--- src/rtl/rv64_pkg.sv ---
// Shared RV64I definitions: major opcodes, immediate formats and the
// register-file write-enable decode used by decode and control.
package rv64_pkg;

  localparam logic [6:0] OP        = 7'b0110011;
  localparam logic [6:0] OP_IMM    = 7'b0010011;
  localparam logic [6:0] LOAD      = 7'b0000011;
  localparam logic [6:0] STORE     = 7'b0100011;
  localparam logic [6:0] BRANCH    = 7'b1100011;
  localparam logic [6:0] LUI       = 7'b0110111;
  localparam logic [6:0] AUIPC     = 7'b0010111;
  localparam logic [6:0] JAL       = 7'b1101111;
  localparam logic [6:0] JALR      = 7'b1100111;
  localparam logic [6:0] OP_32     = 7'b0111011;
  localparam logic [6:0] OP_IMM_32 = 7'b0011011;

  typedef enum logic [2:0] {
    IMM_NONE = 3'd0,
    IMM_I    = 3'd1,
    IMM_S    = 3'd2,
    IMM_B    = 3'd3,
    IMM_U    = 3'd4,
    IMM_J    = 3'd5
  } imm_type_e;

  // Only instructions that produce a result write back, and x0 is never a target.
  function automatic logic rf_write_en(input logic [6:0] op, input logic [4:0] rd);
    logic en;
    case (op)
      OP, OP_IMM, LOAD, LUI, AUIPC, JAL, JALR, OP_32, OP_IMM_32: en = (rd != 5'd0);
      default: en = 1'b0;
    endcase
    return en;
  endfunction

  function automatic imm_type_e imm_type(input logic [6:0] op);
    imm_type_e t;
    case (op)
      LOAD, OP_IMM, OP_IMM_32, JALR: t = IMM_I;
      STORE:                         t = IMM_S;
      BRANCH:                        t = IMM_B;
      LUI, AUIPC:                    t = IMM_U;
      JAL:                           t = IMM_J;
      default:                       t = IMM_NONE;
    endcase
    return t;
  endfunction

endpackage

--- src/rtl/regfile.sv ---
// 32x64 integer register file: three combinational read ports with
// write-through bypass, one write port, asynchronous active-low clear.
module regfile
  import rv64_pkg::*;
(
  input  logic        clk,
  input  logic        rst,
  input  logic [4:0]  raddr1,
  input  logic [4:0]  raddr2,
  input  logic [4:0]  raddr_ctl,
  input  logic [4:0]  waddr,
  input  logic [63:0] wdata,
  input  logic [6:0]  wopcode,
  output logic [63:0] rdata1,
  output logic [63:0] rdata2,
  output logic [63:0] rdata_ctl
);

  logic [63:0] regs_r  [32];
  logic        we_s;
  logic [4:0]  raddr_s [3];
  logic [63:0] rdata_s [3];

  assign we_s       = rf_write_en(wopcode, waddr) & rst;
  assign raddr_s[0] = raddr1;
  assign raddr_s[1] = raddr2;
  assign raddr_s[2] = raddr_ctl;
  assign rdata1     = rdata_s[0];
  assign rdata2     = rdata_s[1];
  assign rdata_ctl  = rdata_s[2];

  // Register storage: cleared immediately on reset, written on the rising edge.
  always_ff @(posedge clk or negedge rst) begin
    if (!rst) begin
      for (int i = 0; i < 32; i++) begin
        regs_r[i] <= 64'd0;
      end
    end else if (we_s) begin
      regs_r[waddr] <= wdata;
    end
  end

  // Read ports: reset and x0 force zero; a same-cycle write is forwarded.
  always_comb begin
    for (int p = 0; p < 3; p++) begin
      rdata_s[p] = 64'd0;
      if (!rst || (raddr_s[p] == 5'd0)) begin
        rdata_s[p] = 64'd0;
      end else if (we_s && (waddr == raddr_s[p])) begin
        rdata_s[p] = wdata;
      end else begin
        rdata_s[p] = regs_r[raddr_s[p]];
      end
    end
  end

endmodule

--- src/rtl/id_stage.sv ---
// RV64I instruction-decode stage: field slicing, immediate generation and
// the integer register file.
module id_stage
  import rv64_pkg::*;
(
  input  logic        clk,
  input  logic        rst,
  input  logic [31:0] inst,
  input  logic [63:0] wdata,
  input  logic [4:0]  wrd,
  input  logic [6:0]  wopcode,
  input  logic [4:0]  rs1_addr_control,
  output logic [6:0]  opcode,
  output logic [4:0]  rd,
  output logic [2:0]  func3,
  output logic [6:0]  func7,
  output logic [63:0] data1,
  output logic [63:0] data2,
  output logic [63:0] imm_ext,
  output logic [63:0] rs1_data_control
);

  assign opcode = inst[6:0];
  assign rd     = inst[11:7];
  assign func3  = inst[14:12];
  assign func7  = inst[31:25];

  regfile u_regfile (
    .clk       (clk),
    .rst       (rst),
    .raddr1    (inst[19:15]),
    .raddr2    (inst[24:20]),
    .raddr_ctl (rs1_addr_control),
    .waddr     (wrd),
    .wdata     (wdata),
    .wopcode   (wopcode),
    .rdata1    (data1),
    .rdata2    (data2),
    .rdata_ctl (rs1_data_control)
  );

  // Immediate assembly by format; every format sign-extends from inst[31].
  always_comb begin
    imm_ext = 64'd0;
    case (imm_type(inst[6:0]))
      IMM_I:   imm_ext = {{52{inst[31]}}, inst[31:20]};
      IMM_S:   imm_ext = {{52{inst[31]}}, inst[31:25], inst[11:7]};
      IMM_B:   imm_ext = {{51{inst[31]}}, inst[31], inst[7], inst[30:25], inst[11:8], 1'b0};
      IMM_U:   imm_ext = {{32{inst[31]}}, inst[31:12], 12'd0};
      IMM_J:   imm_ext = {{43{inst[31]}}, inst[31], inst[19:12], inst[20], inst[30:21], 1'b0};
      default: imm_ext = 64'd0;
    endcase
  end

endmodule

--- config.mk ---
export PLATFORM = sky130hd
export DESIGN_NAME = id_stage
export DESIGN_NICKNAME = d
export VERILOG_FILES = /design/src/rtl/rv64_pkg.sv /design/src/rtl/regfile.sv /design/src/rtl/id_stage.sv
export SDC_FILE = /design/constraint.sdc
export NUM_CORES = 2
export LEC_CHECK = 0
export CORE_UTILIZATION = 49
export DETAILED_ROUTE_END_ITERATION = 7
export GPL_ROUTABILITY_DRIVEN = 0
export PLACE_DENSITY = 0.71
export SYNTH_ARGS = -nofsm -noshare
export SYNTH_HDL_FRONTEND = slang
export SYNTH_SLANG_ARGS = --single-unit
export TNS_END_PERCENT = 1
--- constraint.sdc ---
create_clock -name clk -period 7.5 [get_ports clk]
set_clock_uncertainty 0.1 [all_clocks]
set_input_delay 1.875 -clock clk [delete_from_list [all_inputs] [get_ports clk]]
set_output_delay 1.875 -clock clk [all_outputs]
set_load 0.1 [all_outputs]
==> reports/results.txt <==
Cts bufs inserted: 216
Synth Flop Type: dfrtp_1
Total number of vias: 92,900
Cells after DPL: 12,000
Die area: 0.262 mm2
Layout net count: 8,953
Worst slew margin: 3.95%
Synth Area in Adders: 0%
Syn nets: 9,060
Post-CTS setup buffer count: 0
Die Y: 512 um
Slew @ Worst Pin: 1440 ps
Vias/cell: 7.48
Total power divided by cell area: 195 mW/mm2
Most flops, register: u_regfile.regs_r
Grt total ovfl: 0
GRT Util Overall: 35.2%
Synth Register Bits: 2,048
Post-Synthesis Cells: 8,945
Synth warn: 0
Site Rows: 186
Starting Density: 49.5%
Status: finished with violations
Fmax: 133 MHz
Clock root cell: clkbuf_16
Synth Area in XOR/XNOR: 0.103%
Post-Synth Simple-Gate Area: 2.18%
Layout area overhead: 13.2%
Max Root-Sink Buffers: 3
Req. time, crit path: 5530 ps
Worst skew pair latency: 890 ps
Reg clk slew, reported paths: 60 ps
Min Tclk post-route: 7510 ps
Fin. Hold Viols: 0
Avg Inst Size Synth: 14.3 um2
Crit-path max cell delay: 680 ps
Max cap viols: 0
Largest family of logic cells by synthesized area: multiplexers
Slowest CP cell: nor4_2
Arrival @ worst endpoint: 5540 ps
Final instance count without filler cells: 12,400
Post-Route WL: 467,000 um
Initial antenna violation count: 32
Core Box Area: 0.258 mm2
Remaining DRCs: 0
Global-route wire length before repair: 673,000 um
I/O Pins: 393
Finish-stage setup viols: 1
Seq/Total Area, Yosys: 40.2%
RSZ-0062 raised after global routing: false
Compound-gate portion of the synthesized area: 6.63%
CP max FO: 22
Largest register FFs: 2,048
H-tree depth: 4
Clock sinks: 2,048
Failing checks: negative setup slack
Post-synth EDFFs: 0
Crit Path Class: input port to primary output
Period utilization: 100%
Avg WL per Cell: 37.6 um
Worst min path class: flip-flop to flip-flop
Post-synthesis instance area: 0.128 mm2
DPL Wire Length: 284,000 um
Largest net degree at the start of global routing: 158
Vias in the first global route: 93,500
Slew Viols, Final: 0
Port Buffers: 392
Maximum vdd drop: 0.298 mV
Drt pass-1 iters: 6
Post-Place Setup Slack: -540 ps
DRT iter0 DRCs: 13,100
Setup ws final: -14.0 ps
FILL cells: 20,100
Post-synth ARST share: 100%
Crit path cell chain: clkdlybuf4s50_1 > or3_1 > nor3_2 > nor4_2 > and4_4 > buf_4 > a32o_1 > buf_12
Post-synthesis mux area share: 46.2%
CTS tree: done
LEAKAGE: 63.5 nW
Share of cells above drive strength 1: 49.4%
Largest registers: u_regfile.regs_r: 2048 flops
Netlist cell types: 60
Critical Path End Type: primary output
Routed Antenna Nets: 0
CP Launch Type: input port
Overall die width: 512 um
per-stage QoR:
stage | utilization [%] | total power, mW | TNS (ps) | instance area [um2] | hold WS (ps)
finish | 56.0 | 28.1 | -14.0 | 144000 | 314
global route | 56.0 | 28.8 | 0 | 144000 | 329
CTS | 56.0 | 28.1 | 0 | 144000 | 317
detailed placement | 53.1 | 17.0 | -55260 | 137000 | 304
global placement | 53.1 | 16.9 | -44680 | 137000 | 293
floorplan | - | 15.0 | 0 | 128000 | 355
worst max-delay path, delay by kind of cell:
family | cells | cell delay (ps)
AO/OA/AOI/OAI | 1 | 450
buffers and inverters | 3 | 1150
AND/OR/NAND/NOR | 4 | 2000
where the power goes:
part	switching [mW]	leakage [nW]	internal, mW
clock network	4.83	3.64	6.39
registers	0.467	28.3	11.5
logic	2.93	31.5	2.01
total	8.22	63.5	19.9
layout make-up:
cell class / count / area, um2 / share of cell area (%)
diodes: 16 / 40.0 / 0.0277
clock buffers: 312 / 6300 / 4.36
clock inverters: 84 / 1050 / 0.728
inverters: 7 / 33.8 / 0.0234
multi-input cells: 5756 / 70600 / 48.9
flip-flops and latches: 2048 / 51200 / 35.5
well taps: 3384 / 4230 / 2.93
repair buffers: 809 / 10900 / 7.52
path summary, 6_finish.rpt:
kind | to | slack [ps] | start | depth (start not counted)
max | data1[33] | -10 | wrd[2] | 8
min | u_regfile.regs_r[2025] | 310 | u_regfile.regs_r[2025] | 0
max reg2reg | u_regfile.regs_r[9] | 6550 | u_regfile.regs_r[9] | 1
min reg2reg | u_regfile.regs_r[2025] | 310 | u_regfile.regs_r[2025] | 0
max in group asynchronous | u_regfile.regs_r[1009] | 2930 | rst | 5
min in group asynchronous | u_regfile.regs_r[530] | 730 | rst | 1
timing repair:
action	CTS	global route
gates resized for setup	2	0
hold buffers	0	0
endpoints found under the setup margin	192	0
synthesized netlist by cell type, types with 15 or more instances:
cell / count / share of area, %
a211oi_1: 61 / 0.36
a21o_1: 19 / 0.11
a21oi_1: 101 / 0.40
a22o_1: 33 / 0.23
a22oi_1: 223 / 1.3
a32o_1: 172 / 1.4
a32oi_1: 35 / 0.24
buf_1: 93 / 0.27
buf_2: 273 / 1.1
buf_4: 107 / 0.63
buf_6: 126 / 1.1
clkbuf_1: 535 / 1.6
dfrtp_1: 2048 / 40
mux2_2: 2031 / 18
mux2i_1: 786 / 6.2
mux4_2: 1252 / 22
nand2_1: 247 / 0.73
nand2b_1: 30 / 0.15
nand3_1: 132 / 0.52
nand4_1: 16 / 0.078
nor2_1: 29 / 0.085
nor2_2: 27 / 0.13
nor2b_1: 32 / 0.16
nor3_1: 15 / 0.059
o211ai_1: 155 / 0.91
o21ai_0: 35 / 0.14
o221a_2: 58 / 0.51
o22ai_1: 170 / 0.83
kinds of logic after synthesis:
| family | count (synthesis) |
|---|---|
| buffers and inverters | 1141 |
| flip-flops | 2048 |
| AND/OR/NAND/NOR | 576 |
| multiplexers | 4069 |
| AO/OA/AOI/OAI | 1096 |
| XOR/XNOR | 15 |
placed cells by master, fill, tap and decap left out, types with 35 or more instances in the layout:
master and count:
clkbuf_1 44, clkinv_2 46, o211ai_1 155, dfrtp_1 2048
a32oi_1 35, mux2_2 2031, nand3_1 132, mux2i_1 786
buf_12 349, buf_4 323, clkbuf_16 217, a21oi_1 101
nand2_1 245, o221a_2 58, mux4_2 1252, o21ai_0 35
a22oi_1 223, clkdlybuf4s50_1 121, a211oi_1 61, o22ai_1 170
clkbuf_8 53, a32o_1 172
routing by layer:
layer,global-route usage [%],wire (um),part of all wire [%]
met1,44.6,166000,35
met2,52.1,208000,44
met3,12.0,61500,13
met4,21.6,32100,6.9
met5,0,184,0.039
Power figures use the tool's default switching activity.
